File: src/rtl/fetch_pc_unit.sv
// Program counter and fetch control for the single-cycle core; optional FETCH_BOUNDS_CHECK_EN faults on out-of-range fetch.
// A redirect lands on pc at the edge it is sampled (no delay slots); stall holds pc and the retire count.
// halt_req outranks stall, and HALT/FAULT drop fetch_valid.
module fetch_pc_unit #(
  parameter logic [31:0] RESET_VECTOR = 32'h0000_0000,
  parameter int          NUM_INST     = 128,
  parameter bit          ZERO_HALT    = 1'b1
) (
  input  logic        clk,
  input  logic        rst_n,
  input  logic [31:0] instruction,
  input  logic        stall,
  input  logic        branch_taken,
  input  logic [31:0] branch_target,
  input  logic        jump,
  input  logic [31:0] jump_target,
  input  logic        halt_req,
  input  logic        resume,
  output logic [31:0] pc,
  output logic [31:0] pc_plus4,
  output logic        fetch_valid,
  output logic        halted,
  output logic        fault,
  output logic [1:0]  fault_cause,
  output logic [31:0] inst_count
);

  typedef enum logic [1:0] {
    S_BOOT  = 2'd0,
    S_RUN   = 2'd1,
    S_HALT  = 2'd2,
    S_FAULT = 2'd3
  } state_t;

`ifdef FETCH_BOUNDS_CHECK_EN
  localparam bit BOUNDS_EN = 1'b1;
`else
  localparam bit BOUNDS_EN = 1'b0;
`endif
  localparam logic [32:0] PC_LIMIT = 33'(NUM_INST) * 33'd4;

  state_t      state_q, state_d;
  logic [31:0] pc_q, pc_d;
  logic [31:0] cnt_q, cnt_d;
  logic [1:0]  cause_q, cause_d;

  logic        redirect;
  logic [31:0] seq_pc;
  logic [31:0] next_pc;
  logic        misaligned;
  logic        out_of_bounds;

  always_comb begin
    seq_pc        = pc_q + 32'd4;
    redirect      = jump | branch_taken;
    next_pc       = jump ? jump_target : (branch_taken ? branch_target : seq_pc);
    misaligned    = redirect && (next_pc[1:0] != 2'b00);
    out_of_bounds = BOUNDS_EN && ({1'b0, next_pc} >= PC_LIMIT);
  end

  always_comb begin
    state_d = state_q;
    pc_d    = pc_q;
    cnt_d   = cnt_q;
    cause_d = cause_q;
    case (state_q)
      S_BOOT: state_d = S_RUN;
      S_RUN: begin
        if (halt_req) begin
          state_d = S_HALT;
        end else if (ZERO_HALT && (instruction == 32'h0)) begin
          state_d = S_HALT;
        end else if (!stall) begin
          // Alignment is checked before bounds so a bad redirect always reports as misaligned.
          if (misaligned) begin
            state_d = S_FAULT;
            cause_d = 2'b01;
          end else if (out_of_bounds) begin
            state_d = S_FAULT;
            cause_d = 2'b10;
          end else begin
            pc_d  = next_pc;
            cnt_d = cnt_q + 32'd1;
          end
        end
      end
      S_HALT: begin
        if (resume && !halt_req) state_d = S_RUN;
      end
      default: state_d = S_FAULT;
    endcase
  end

  always_ff @(posedge clk or negedge rst_n) begin
    if (!rst_n) begin
      state_q <= S_BOOT;
      pc_q    <= RESET_VECTOR;
      cnt_q   <= 32'h0;
      cause_q <= 2'b00;
    end else begin
      state_q <= state_d;
      pc_q    <= pc_d;
      cnt_q   <= cnt_d;
      cause_q <= cause_d;
    end
  end

  assign pc          = pc_q;
  assign pc_plus4    = seq_pc;
  assign fetch_valid = (state_q == S_RUN);
  assign halted      = (state_q == S_HALT);
  assign fault       = (state_q == S_FAULT);
  assign fault_cause = cause_q;
  assign inst_count  = cnt_q;

endmodule

File: config.mk
export PLATFORM = sky130hd
export DESIGN_NAME = fetch_pc_unit
export DESIGN_NICKNAME = d
export VERILOG_FILES = /design/src/rtl/fetch_pc_unit.sv
export SDC_FILE = /design/constraint.sdc
export NUM_CORES = 1
export LEC_CHECK = 0
export BUFFER_PORTS_ARGS = -buffer_cell sky130_fd_sc_hd__buf_2
export CAP_MARGIN = 5
export CORE_AREA = 10 10 112 114
export CTS_CLUSTER_DIAMETER = 40
export CTS_CLUSTER_SIZE = 25
export DETAILED_ROUTE_END_ITERATION = 16
export DIE_AREA = 0 0 122 124
export GPL_TIMING_DRIVEN = 0
export PLACE_DENSITY = 0.77
export SLEW_MARGIN = 20
export SYNTH_ARGS = -nofsm -noshare
export SYNTH_HDL_FRONTEND = slang
export SYNTH_SLANG_ARGS = --single-unit
File: constraint.sdc
create_clock -name clk -period 2.1 [get_ports clk]
set_input_delay 0.21 -clock clk [delete_from_list [all_inputs] [get_ports clk]]
set_output_delay 0.21 -clock clk [all_outputs]
set_load 0.03 [all_outputs]
; Yosys cells after proc, flatten, opt, wreduce, memory -nomap -nowiden
; Index checks and enable logic that the tools add are counted.
[word_totals]
regBits = 67
[classes]
n_addsub = 2
eq_ne = 6
n_mux = 8
n_bitwise = 5
reduce_logical = 9
[ops]
columns = operator, n
row1 = 32-bit two-way mux, 2
row2 = "32-bit by 1-bit adder with 32-bit output, second input constant", 1
row3 = "32-bit by 3-bit adder with 32-bit output, second input constant", 1
row4 = 32-bit zero test, 1
row5 = 2-bit two-way mux, 5
row6 = 5-bit AND reduction, 2
row7 = 2-bit case mux with 3 select lines, 1
row8 = "2-bit == test, second input constant", 2
row9 = "4-bit by 2-bit != test with 1-bit output, second input constant", 1
row10 = "4-bit by 3-bit != test with 1-bit output, second input constant", 1
row11 = 1-bit inverter, 4
row12 = 3-bit AND reduction, 1
row13 = "2-bit by 1-bit == test with 1-bit output, second input constant", 1
row14 = 1-bit logical AND, 2
row15 = 2-bit zero test, 1
row16 = "2-bit by 1-bit != test with 1-bit output, second input constant", 1
row17 = 2-bit nonzero test, 1
row18 = 1-bit zero test, 1
row19 = 1-bit OR, 1

; Depth between registers and ports, before layout
; Gate-level depths: netlist of the first run.
[logic_depth]
ltp_word = 10
ltp_mapped = 8

; Least setup slack after synthesis of the first run
; OpenSTA, ideal clock, no wires.
[synth_timing]
path_kind = register to output
startpoint = reg pc_q[4] (netlist: pc[4])
endpoint = out pc_plus4[25]
arrival_time_ns = 2.366
t_required_ns = 1.890
setup_slack_ns = -0.476
stages_incl_launch_ff = 7
path_cell_list = dfrtp_1 buf_4 nand4_1 or4_1 buf_2 or3_4 xnor2_1
[synth_between]
elab_chain_len = 1
[synth_rtl]
columns = element, line
row1 = from (decl), 43  ; logic [31:0] pc_q, pc_d;
row2 = from (signal assigned), 102  ; pc_q <= pc_d;
row3 = 32-bit by 3-bit adder with 32-bit output, 54  ; seq_pc = pc_q + 32'd4;
row4 = to (decl), 20  ; output logic [31:0] pc_plus4,
; No other way between the ends.

; Worst setup path after layout of the first run
[layout_timing]
startpoint = reg pc_q[3] (netlist: pc[3])
endpoint = out pc_plus4[30]
; The elaborated chain is that of the path after synthesis.

==> impl_metrics.py, run 1 <==
metrics = {
    "die": {
        "rows": 37,
        "die_h_um": 124,
        "io_pins": 204,
        "initial_utilization_pct": 42.7,
        "design.core.area_um2": 10200,
        "dieArea_um2": 15100,
        "die_w_um": 122,
    },
    "placed_design": {
        "dp.cells": 848,
        "portBuffers": 200,
        "hpwl_um": 13900,
        "gp_congestion": 0.934,
    },
    "drt": {
        "drc": 0,
        "antenna_left": 0,
        "num_vias": 5431,
        "wl_per_cell_um": 21.2,
        "viasPerCell": 5.87,
        "drtIter0Drc": 498,
        "drt-pass1-iter-count": 5,
        "totalWireLength_um": 19700,
    },
    "synth": {
        "synth_top_area_cell": "dfrtp_1",
        "synthesis.nets": 616,
        "synth_warnings": 0,
        "synth-edff-count": 0,
        "syn-cell-area_um2": 4370,
        "syn_area_per_cell_um2": 8.56,
        "ys_dominant_reg_cell": "dfrtp_1",
        "synthArstFlopShare_pct": 100,
        "synthCells": 511,
        "ys_top_cells_by_count": "67 x dfrtp_1, 44 x a21oi_1, 40 x nand2_1, 33 x nor4_1",
        "yosysUniqueCellTypes": 56,
        "synth_area_leaders": "dfrtp_1 38%, xor2_1 5.8%, a21oi_1 5.0%",
        "yosysSeqAreaShare_pct": 38.4,
        "yosysMostFrequentCell": "dfrtp_1",
        "netlist.area_leader.share_pct": 38.4,
        "ys_ff_latch": 67,
    },
    "worst_setup_path": {
        "start_kind": "register",
        "cpPeakStageDelay_ns": 0.42,
        "required_ns": 1.89,
        "critical_path.endpoint_type": "output port",
        "crit_slowest_cell": "dfrtp_2",
        "critPathKind": "register to output port",
        "cp_max_fo": 4,
        "worstPathCellList": "ha_4, nand4_1, or3_4, buf_2, nor4_2, or2_4, buf_6",
        "worstPathArrival_ns": 2.26,
    },
    "cts": {
        "clk_pin_slew_ns": 0.09,
        "clock_path_buffers": 2,
        "cts_tree": "yes",
        "cts_root_buf": "clkbuf_8",
        "clock_latency_ns": 0.36,
        "cts.sinks": 67,
        "cts_max_level": 3,
        "cts-buffers-inserted": 9,
    },
    "grt": {
        "grt-ovfl-total": 0,
        "grt_max_degree": 44,
        "grt_pass1_vias": 5549,
        "antenna_found_initial": 0,
        "grt_pass1_wl_um": 28900,
        "track_usage_pct": 24.1,
    },
    "pwr": {
        "power.density_nw_per_um2": 627,
        "vdd_ir_drop_max_v": 0.000500,
        "power.static_leakage_uw": 0.00337,
    },
    "hold_path": {
        "hold_class": "input pin to register",
    },
    "sta": {
        "period_share_pct": 117,
        "max_clock_freq_mhz": 405,
        "hold_viol": 0,
        "slew_headroom_pct": 49.0,
        "fin_hold_ws_ns": 0.0977,
        "min_period_ns": 2.47,
        "rsz0062_at_grt": "yes",
        "slew_viol_final": 0,
        "worst_slack_ns": -0.367,
        "setup-violations-final": 24,
        "tightest_slew_ns": 0.765,
        "finClkSkew_ns": 0.0134,
    },
    "finish": {
        "area_growth_pct": 56.7,
        "final_cells": 926,
        "area.sequential_um2": 1700,
        "drive_gt1_share_pct": 49.0,
        "multi_input_area_um2": 2860,
        "layout.nets": 890,
        "fillers": 817,
        "diodes": 0,
    },
    "outcome": {
        "outcome": "finished, violations left",
        "violations": "negative setup slack",
    },
    "run": {
        "maxCapViolations": 0,
    },
}
metrics by stage:
| stage | power, uW | setup slack (ns) | TNS (ns) | util [%] | instance area, um2 |
|---|---|---|---|---|---|
| 2_1_floorplan | 2370 | -0.126 | -0.862 | - | 4470 |
| 3_3_place_gp | 2830 | -0.367 | -5.22 | 55.1 | 5640 |
| 3_5_place_dp | 2860 | -0.428 | -6.63 | 55.4 | 5670 |
| 4_1_cts | 4060 | -0.404 | -4.57 | 63.0 | 6450 |
| 5_1_grt | 4460 | -0.438 | -5.86 | 66.9 | 6850 |
| 6_report | 4290 | -0.367 | -4.26 | 66.9 | 6850 |
flip-flops by register name, indices dropped and copies added, names as in the netlist:
register and count:
fault_cause 1, inst_count 32, pc 32, state_q 2
power breakdown:
part | total [uW] | internal [uW] | switching, uW
logic | 1730 | 718 | 1010
clock network | 1020 | 436 | 579
registers | 1540 | 1400 | 139
total | 4290 | 2560 | 1730
path summary, 6_finish.rpt:
kind,depth (start not counted),slack (ns),end,start
max in group asynchronous,3,1.24,pc[11],rst_n
hold / removal,3,0.1,pc[6],jump_target[6]
setup reg to reg,9,-0.07,pc[22],pc[3]
min in group asynchronous,2,0.30,inst_count[22],rst_n
setup / recovery,7,-0.37,pc_plus4[30],pc[3]
hold reg to reg,1,0.49,inst_count[12],inst_count[12]
area by class of cell:
class / count / area share (%)
Sequential cell: 67 / 24.8
Clock inverter: 7 / 0.767
Multi-Input combinational cell: 395 / 41.8
Buffer: 31 / 2.70
Inverter: 13 / 0.712
Tap cell: 136 / 2.48
Timing Repair Buffer: 268 / 24.9
Clock buffer: 9 / 1.81
per-layer routing:
| metal | GRT usage [%] | vias up | part of all wire, % |
|---|---|---|---|
| li1 | - | 2423 | - |
| met1 | 26.9 | 2612 | 38 |
| met2 | 40.5 | 338 | 48 |
| met3 | 8.10 | 58 | 10 |
| met4 | 11.8 | 0 | 3.5 |
| met5 | 0 | - | 0 |
worst max-delay path: cells and delay by family (launching register included):
family | cells | cell delay [ns]
and+or+nand+nor | 4 | 1.04
DFF | 1 | 0.42
adders and majority gates | 1 | 0.14
buffers and inverters | 2 | 0.29
repair_timing:
action,in CTS,in global routing
hold buffers,1,0
pin swaps,33,30
gates resized for setup,74,63
gates cloned,1,0
setup endpoints to repair,31,77
hold endpoints to repair,24,0
setup buffers,42,25
cells by family after synthesis:
kind of cell / synth area share [%]
and+or+nand+nor: 26.7
AOI/OAI and AO/OA: 18.3
DFF: 38.4
buffers and inverters: 5.72
adders and majority gates: 0.572
muxes: 0.458
xor gates and xnor gates: 9.82
other: 0.0858
layout by cell type, fill, tap and decap left out, types with 10 or more instances in the layout:
cell / instances
o21ai_0: 20
dfrtp_2: 19
xor2_1: 24
inv_1: 12
nand2_1: 40
nand3_1: 23
clkbuf_1: 13
o21a_1: 11
a21oi_1: 43
buf_2: 183
nor3_1: 10
buf_4: 62
nor4_1: 21
nor2_1: 28
nand4_1: 21
nand2b_1: 16
xnor2_1: 13
dfrtp_1: 48
buf_6: 33
No activity file was read; power rests on OpenSTA's default activity.
==> run 2: changes to the inputs <==
--- a/config.mk
+++ b/config.mk
@@ -14,6 +14,7 @@
 export DIE_AREA = 0 0 122 124
 export GPL_TIMING_DRIVEN = 0
 export PLACE_DENSITY = 0.77
+export SKIP_LAST_GASP = 1
 export SLEW_MARGIN = 20
 export SYNTH_ARGS = -nofsm -noshare
 export SYNTH_HDL_FRONTEND = slang
==> run 2 against run 1 <==
  * Hold slack lost 0.00090 ns
  * Clock skew is 0.0011 ns lower
  * Highest routed layer unchanged
  * Critical path depth is the same
  * Combinational power is essentially flat
  * Non-clock buffer count unchanged
  * Critical path type unchanged
  * Flip-flop and latch count is the same
  * The run still ends with negative setup slack left
  * Clock power barely moved
  * Global-route usage unchanged
==> impl_metrics.py, run 2 (synthesis results as in run 1) <==
metrics = {
    "outcome": {
        "violations": "negative setup slack",
        "outcome": "finished, violations left",
    },
    "placed_design": {
        "gp_congestion": 0.934,
        "hpwl_um": 13900,
        "dp_slack_ns": -0.428,
        "portBuffers": 200,
        "dp.cells": 848,
    },
    "sta": {
        "slew_headroom_pct": 49.0,
        "worst_slack_ns": -0.358,
        "finClkSkew_ns": 0.0123,
        "tightest_slew_ns": 0.765,
        "rsz0062_at_grt": "yes",
        "fin_setup_tns_ns": -4.23,
        "period_share_pct": 117,
        "setup-violations-final": 24,
        "slew_viol_final": 0,
        "hold_viol": 0,
        "min_period_ns": 2.46,
        "max_clock_freq_mhz": 407,
    },
    "drt": {
        "viasPerCell": 5.89,
        "drtIter0Drc": 477,
        "wl_per_cell_um": 21.1,
        "antenna_left": 0,
        "drc": 0,
        "num_vias": 5450,
        "drt-pass1-iter-count": 5,
        "totalWireLength_um": 19500,
    },
    "die": {
        "initial_utilization_pct": 42.7,
        "design.core.area_um2": 10200,
        "die_w_um": 122,
        "die_h_um": 124,
        "rows": 37,
        "io_pins": 204,
        "dieArea_um2": 15100,
    },
    "pwr": {
        "vdd_ir_drop_max_v": 0.000500,
        "power.static_leakage_uw": 0.00337,
        "power.density_nw_per_um2": 626,
    },
    "worst_setup_path": {
        "worstPathArrival_ns": 2.25,
        "critical_path.endpoint_type": "output port",
        "critPathKind": "register to output port",
        "start_kind": "register",
        "cpPeakStageDelay_ns": 0.42,
        "required_ns": 1.89,
        "cp_max_fo": 4,
        "crit_slowest_cell": "dfrtp_2",
        "worstPathCellList": "ha_4, nand4_1, or3_4, buf_2, nor4_2, or2_4, buf_6",
    },
    "cts": {
        "cts_max_level": 3,
        "clock_path_buffers": 2,
        "cts-buffers-inserted": 9,
        "cts.sinks": 67,
        "clk_pin_slew_ns": 0.09,
        "clock_latency_ns": 0.36,
        "cts_tree": "yes",
        "cts_root_buf": "clkbuf_8",
    },
    "finish": {
        "fillers": 816,
        "diodes": 0,
        "final_cell_mix": "184 x buf_2, 63 x buf_4, 48 x dfrtp_1",
        "area_growth_pct": 56.4,
        "drive_gt1_share_pct": 49.0,
        "final_cells": 926,
        "mostFrequentLayoutCell": "buf_2",
        "layout.nets": 890,
    },
    "grt": {
        "grt_pass1_vias": 5549,
        "grt-ovfl-total": 0,
        "grt_max_degree": 44,
        "antenna_found_initial": 0,
        "grt_pass1_wl_um": 28900,
        "track_usage_pct": 24.1,
    },
    "hold_path": {
        "hold_class": "input pin to register",
    },
    "run": {
        "maxCapViolations": 0,
    },
}
## run 2: cell counts in the layout (fill, tap and decap cells not counted)
No cell type changed its count.
## run 2: per-stage QoR
stage	area, um2	total power (uW)	hold slack [ns]	utilization [%]
after CTS	6440	4050	0.0979	63.0
after detailed placement	5670	2860	0.136	55.4
after global routing	6840	4450	0.104	66.8
final	6840	4280	0.0968	66.8
after floorplan	4470	2370	-0.0856	-
after global placement	5640	2830	0.450	55.1
## run 2: final timing paths
| kind | endpoint | depth (start not counted) | slack [ns] | from |
|---|---|---|---|---|
| worst max-delay path | pc_plus4[30] | 7 | -0.36 | pc[3] |
| worst min register to register | inst_count[12] | 1 | 0.49 | inst_count[12] |
| worst min-delay path | pc[6] | 3 | 0.1 | jump_target[6] |
| worst max register to register | pc[22] | 9 | -0.08 | pc[3] |
| min in group asynchronous | inst_count[22] | 2 | 0.29 | rst_n |
| max in group asynchronous | pc[11] | 3 | 1.24 | rst_n |
## run 2: area by class of cell
| type | count | area [um2] | share of cell area, % |
|---|---|---|---|
| Sequential cell | 67 | 1700 | 24.9 |
| Timing Repair Buffer | 268 | 1700 | 24.8 |
| Tap cell | 136 | 170 | 2.49 |
| Multi-Input combinational cell | 395 | 2860 | 41.8 |
| Clock inverter | 7 | 52.6 | 0.768 |
| Buffer | 31 | 185 | 2.71 |
| Inverter | 13 | 48.8 | 0.714 |
| Clock buffer | 9 | 124 | 1.81 |
## run 2: where the power goes
part	switching [uW]	internal (uW)
combinational	1010	712
clock	580	436
sequential	138	1400
total	1730	2550
## run 2: worst max-delay path, delay by kind of cell (launching register included)
kind                     cells  cell delay (ns)
flip-flops                   1             0.42
adder cells (fa/ha/maj)      1             0.14
AND/OR/NAND/NOR              4             1.03
buffers and inverters        2             0.28
## run 2: repair_timing
item                       in CTS  in global routing
pin swaps                      33                 31
resized for setup              71                 64
buffers inserted               42                 25
hold endpoints to repair       24                  0
setup endpoints to repair      31                 77
hold buffers                    1                  0
cloned                          1                  0
## run 2: routing by layer
layer | track usage [%] | routed length (um)
met1 | 26.9 | 7220
met2 | 40.5 | 9370
met3 | 8.10 | 2230
met4 | 11.8 | 726
met5 | 0 | 0
